==> config.mk <==
export PLATFORM = sky130hd
export DESIGN_NAME = bkpt_ctrl
export DESIGN_NICKNAME = d
export VERILOG_FILES = /design/src/rtl/bkpt_defs.sv /design/src/rtl/bkpt_ctrl_match.sv /design/src/rtl/bkpt_ctrl.sv
export SDC_FILE = /design/constraint.sdc
export NUM_CORES = 1
export LEC_CHECK = 0
export BUFFER_PORTS_ARGS = -buffer_cell sky130_fd_sc_hd__buf_2
export CAP_MARGIN = 30
export CORE_MARGIN = 2
export CORE_UTILIZATION = 35
export DETAILED_ROUTE_END_ITERATION = 8
export GPL_TIMING_DRIVEN = 0
export PLACE_DENSITY = 0.65
export SLEW_MARGIN = 20
export SYNTH_ARGS = -nofsm -noshare
export SYNTH_HDL_FRONTEND = slang
export SYNTH_SLANG_ARGS = --single-unit
==> constraint.sdc <==
create_clock -name clk -period 2.35 [get_ports clk]
set_input_delay 0.47 -clock clk [delete_from_list [all_inputs] [get_ports clk]]
set_output_delay 0.47 -clock clk [all_outputs]
set_load 0.01 [all_outputs]
==> src/rtl/bkpt_defs.sv <==
// Shared constants for the breakpoint controller: register map, CTRL fields
// and FSM state encodings.
package bkpt_defs;

    localparam logic [1:0] REG_MATCH  = 2'd0;
    localparam logic [1:0] REG_MASK   = 2'd1;
    localparam logic [1:0] REG_CTRL   = 2'd2;
    localparam logic [1:0] REG_STATUS = 2'd3;

    localparam int CTRL_EN       = 0;
    localparam int CTRL_PASS_LSB = 8;
    localparam int CTRL_PASS_MSB = 15;

    typedef enum logic [2:0] {
        ST_DISARMED = 3'd0,
        ST_ARMED    = 3'd1,
        ST_HALT_REQ = 3'd2,
        ST_HALTED   = 3'd3,
        ST_STEP     = 3'd4,
        ST_SKIP     = 3'd5
    } bp_state_t;

endpackage

==> src/rtl/bkpt_ctrl_match.sv <==
// Masked address comparator: hit when every bit selected by mask agrees.
// A zero mask selects nothing, so every input hits.
module match #(
    parameter int W = 16
) (
    input  logic [W-1:0] inp_val,
    input  logic [W-1:0] match_val,
    input  logic [W-1:0] mask,
    output logic         hit
);

    assign hit = (((inp_val ^ match_val) & mask) == '0);

endmodule

==> src/rtl/bkpt_ctrl.sv <==
// Breakpoint controller: value/mask registers, pass counter and the
// halt/resume/single-step handshake with the CPU core.
module bkpt_ctrl
    import bkpt_defs::*;
#(
    parameter int AW  = 16,
    parameter int PCW = 8
) (
    input  logic          clk,
    input  logic          reset_n,
    input  logic          cfg_we,
    input  logic [1:0]    cfg_addr,
    input  logic [15:0]   cfg_wdata,
    output logic [15:0]   cfg_rdata,
    input  logic [AW-1:0] cpu_addr,
    input  logic          cpu_fetch,
    output logic          halt_req,
    input  logic          halt_ack,
    input  logic          resume,
    input  logic          step,
    output logic [AW-1:0] hit_addr,
    output logic [2:0]    bp_state
);

    logic [AW-1:0]  match_reg;
    logic [AW-1:0]  mask_reg;
    logic           ctrl_en;
    logic [PCW-1:0] ctrl_pass;
    logic [PCW-1:0] pcnt;
    bp_state_t      state;
    logic           cmp_hit;
    logic           qual_hit;
    logic           ctrl_wr;

    match #(.W(AW)) u_match (
        .inp_val   (cpu_addr),
        .match_val (match_reg),
        .mask      (mask_reg),
        .hit       (cmp_hit)
    );

    assign qual_hit = cpu_fetch & cmp_hit;
    assign ctrl_wr  = cfg_we && (cfg_addr == REG_CTRL);
    assign bp_state = state;

    // Comparator value and mask registers; a write is used for comparison from the next cycle.
    always_ff @(posedge clk or negedge reset_n) begin
        if (!reset_n) begin
            match_reg <= '0;
            mask_reg  <= '0;
        end else if (cfg_we) begin
            if (cfg_addr == REG_MATCH) match_reg <= cfg_wdata;
            if (cfg_addr == REG_MASK)  mask_reg  <= cfg_wdata;
        end
    end

    // Breakpoint FSM with CTRL register, pass counter, hit address and registered halt_req.
    // A CTRL write outranks every other event in its cycle.
    always_ff @(posedge clk or negedge reset_n) begin
        if (!reset_n) begin
            state     <= ST_DISARMED;
            halt_req  <= 1'b0;
            hit_addr  <= '0;
            pcnt      <= '0;
            ctrl_en   <= 1'b0;
            ctrl_pass <= '0;
        end else if (ctrl_wr) begin
            ctrl_en   <= cfg_wdata[CTRL_EN];
            ctrl_pass <= cfg_wdata[CTRL_PASS_MSB:CTRL_PASS_LSB];
            pcnt      <= cfg_wdata[CTRL_PASS_MSB:CTRL_PASS_LSB];
            if (!cfg_wdata[CTRL_EN]) begin
                state    <= ST_DISARMED;
                halt_req <= 1'b0;
            end else if (state == ST_DISARMED) begin
                state <= ST_ARMED;
            end
        end else begin
            case (state)
                ST_ARMED: begin
                    if (qual_hit) begin
                        if (pcnt == '0) begin
                            state    <= ST_HALT_REQ;
                            halt_req <= 1'b1;
                            hit_addr <= cpu_addr;
                        end else begin
                            pcnt <= pcnt - PCW'(1);
                        end
                    end
                end
                ST_HALT_REQ: begin
                    if (halt_ack) state <= ST_HALTED;
                end
                ST_HALTED: begin
                    if (step) begin
                        state    <= ST_STEP;
                        halt_req <= 1'b0;
                        pcnt     <= ctrl_pass;
                    end else if (resume) begin
                        state    <= ST_SKIP;
                        halt_req <= 1'b0;
                        pcnt     <= ctrl_pass;
                    end
                end
                ST_STEP: begin
                    // The stepped instruction halts unconditionally, match or not.
                    if (cpu_fetch) begin
                        state    <= ST_HALT_REQ;
                        halt_req <= 1'b1;
                        hit_addr <= cpu_addr;
                    end
                end
                ST_SKIP: begin
                    // First fetch re-fetches the breakpoint address and must not re-trigger.
                    if (cpu_fetch) state <= ST_ARMED;
                end
                default: begin
                    state    <= ST_DISARMED;
                    halt_req <= 1'b0;
                end
            endcase
        end
    end

    // Register read mux, combinational from cfg_addr.
    always_comb begin
        cfg_rdata = '0;
        case (cfg_addr)
            REG_MATCH:  cfg_rdata = match_reg;
            REG_MASK:   cfg_rdata = mask_reg;
            REG_CTRL:   cfg_rdata = {ctrl_pass, 7'b0, ctrl_en};
            REG_STATUS: cfg_rdata = hit_addr;
            default:    cfg_rdata = '0;
        endcase
    end

endmodule

==> out/qor.csv <==
stage;metric;value;unit
synthesis;synth_top_cell_by_area;dfrtp_1;
layout;fin_cells;539;
global_routing;grt_max_degree;55;
synthesis;seq_area_frac_synth;46.7;%
layout;drive_gt1_share;45.2;%
global_routing;antenna_found_initial;0;
timing;setup_viol;0;
power;power.density;890;nW/um2
power;power;0.00407;W
clock_network;cts_root_buffer;clkbuf_8;
timing;fin_crit;2.35;ns
hold_path;hp-start;cfg_wdata[5];
critical_path;rr_startpoint;match_reg[12];
synthesis;async_flop_share;100;%
synthesis;synth_edf_count;0;
floorplan;die_area;11400;um2
drt;vias;2818;
drt;drtIter0Drc;150;
critical_path;path_class;flop to flop;
synthesis;synth_cell_type_count;47;
floorplan;chipWidth;107;um
placed_design;port_buffers;76;
timing;clock_skew;0.00964;ns
clock_network;cts_max_level;3;
timing;finalCritPeriodShare;99.8;%
placed_design;gp_routability_congestion;0.843;
timing;finalSetupTns;0;ns
placed_design;dp_hpwl;6810;um
layout;fillers;947;
drt;firstDrtPassIters;4;
timing;whs;0.367;ns
global_routing;grt_pass1_wl;15100;um
drt;viasPerCell;5.23;
floorplan;coreArea;10300;um2
global_routing;grt_usage;17.2;%
drt;drt_wl_total;9390;um
clock_network;cts_tree;built;
synthesis;synth_area_leaders;dfrtp_1 47%, mux2_2 16%, mux4_2 4.9%, xor2_1 4.3%, mux2_4 3.7%;
floorplan;ioPinCount;77;
synthesis;synth.cell_area;3700;um2
floorplan;die_h;107;um
synthesis;yosys-top-cells-count;69 x dfrtp_1, 53 x mux2_2, 33 x nand2_1;
critical_path;regToRegSetupSlack;0.004;ns
timing;tightestPinTransition;0.709;ns
synthesis;synth_top_area_share;46.7;%
synthesis;ys_ff_latch;69;
timing;max_freq;426;MHz
critical_path;worstPathArrival;2.58;ns
placed_design;place_inst;514;
critical_path;reg2reg_depth;7;
clock_network;clock_sink_count;69;
clock_network;clk_path_buf_depth;2;
layout;area_growth_syn_to_layout;23.8;%
job;cap_violations;0;
clock_network;cts_inserted_buffers;9;
hold_path;min_path_type;input pin to flop;
power;ir_drop;354;uV
global_routing;grt_pass1_vias;2899;
critical_path;crit_path_max_fanout;7;
status;outcome;finished, final reports clean;
timing;finalHoldViolCount;0;
synthesis;syn_area_per_cell;12.3;um2
timing;timing.slew.headroom;52.7;%
drt;drtAntennaViolNets;0;
floorplan;initial_core_util;36.0;%
synthesis;dominantRegCellSynth;dfrtp_1;
layout;diodes;0;
timing;slew_viol_final;0;
hold_path;whs_path_depth;2;
synthesis;syn-num-nets;344;
hold_path;worst_hold_path.endpoint;match_reg[5];
power;p_leak;2.16;nW
critical_path;required;2.59;ns
timing;rsz0062_at_grt;yes;
clock_network;clk_pin_slew;0.07;ns
critical_path;reg2reg_to;hit_addr[9];
critical_path;end_kind;flop;
synthesis;ys_warn_count;0;
critical_path;start_kind;flop;
floorplan;rows;37;
layout;final_net_count;441;
drt;wire_per_inst;17.4;um
global_routing;globalRouteOverflowTotal;0;
synthesis;yosysMostFrequentCell;dfrtp_1;
clock_network;clock_latency;0.35;ns
synthesis;syn_inst;301;
drt;drc_errors;0;
## cells in the final DEF, fill, tap and decap left out, types with 3 or more instances in the layout
master | Yosys | final
buf_2 | 2 | 76
nand3b_1 | 3 | 3
mux2_4 | 9 | 16
nor2_1 | 10 | 9
mux4_2 | 8 | 8
inv_1 | 4 | 4
nand2_1 | 33 | 33
nor3_1 | 6 | 6
clkbuf_1 | 9 | 7
a22oi_1 | 4 | 4
a21oi_1 | 3 | 3
buf_6 | 0 | 4
mux2_2 | 53 | 46
a22o_1 | 8 | 8
a31oi_1 | 3 | 3
nand3_1 | 3 | 3
xor2_1 | 18 | 18
clkinv_2 | 0 | 6
mux2i_1 | 3 | 3
clkbuf_8 | 0 | 9
xnor2_1 | 4 | 4
buf_4 | 0 | 6
dfrtp_1 | 69 | 69
o21ai_0 | 17 | 17
## layout make-up
type                    count  area, um2  area share (%)
clock inverters             6       30.0           0.656
well taps                 136        170            3.72
multi-input cells         215       1920            42.0
flip-flops and latches     69       1730            37.7
repair buffers             87        515            11.3
inverters                   4       15.0           0.328
clock buffers              10        128            2.79
plain buffers              12       71.3            1.56
## critical path, cell delays in order (launching register included)
cell	delay, ns
dfrtp_1	0.39
xor2_1	0.15
a222oi_1	0.58
nand4_4	0.24
o31ai_4	0.28
buf_6	0.16
buf_12	0.13
mux2_4	0.30
## routing by layer
| metal | wire length, um | part of all wire [%] | global-route usage (%) |
|---|---|---|---|
| met5 | 0 | 0 | 0 |
| met4 | 72 | 0.77 | 5.75 |
| met3 | 453 | 4.8 | 4.32 |
| met2 | 4750 | 51 | 29.7 |
| met1 | 4120 | 44 | 21.0 |
## worst max-delay path by stage
stage	end	from	cells after the start	slack, ns
floorplan	hit_addr[0]	cpu_addr[12]	6	0.11
global placement	match_reg[13]	cfg_addr[1]	5	-0.54
detailed placement	cfg_rdata[3]	cfg_addr[1]	6	-0.56
CTS	hit_addr[7]	match_reg[12]	7	-0.05
global route	hit_addr[10]	match_reg[12]	7	-0.06
finish	hit_addr[9]	match_reg[12]	7	0.004
## report_power, final
part | total, W | leakage (nW) | switching [W] | internal (W)
Sequential | 0.00176 | 0.846 | 0.000272 | 0.00149
Clock | 0.000833 | 0.0894 | 0.000461 | 0.000372
Combinational | 0.00148 | 1.22 | 0.000664 | 0.000814
## logic make-up after synthesis
family,after synthesis,synth area share (%)
and+or+nand+nor,70,9.41
adders and majority gates,2,0.677
xor gates and xnor gates,22,5.21
DFF,69,46.7
muxes,74,26.2
buffers and inverters,17,2.23
AOI/OAI and AO/OA,47,9.55
## metrics by stage
stage | setup WS, ns | utilization (%) | instance area [um2]
after floorplan | 0.110 | - | 3700
after global placement | -0.543 | 41.3 | 4250
after detailed placement | -0.562 | 41.7 | 4280
after CTS | -0.0548 | 44.6 | 4580
after global routing | -0.0634 | 44.5 | 4580
final | 0.00361 | 44.5 | 4580
## what timing repair did
action | 4_1_cts | 5_1_grt
endpoints found under the hold margin | 15 | 0
pin swaps | 4 | 4
gates resized for setup | 13 | 4
setup endpoints to repair | 40 | 31
hold buffers | 1 | 0
buffers inserted | 8 | 1
cloned | 1 | 0
(Power assumes the default switching activity.)
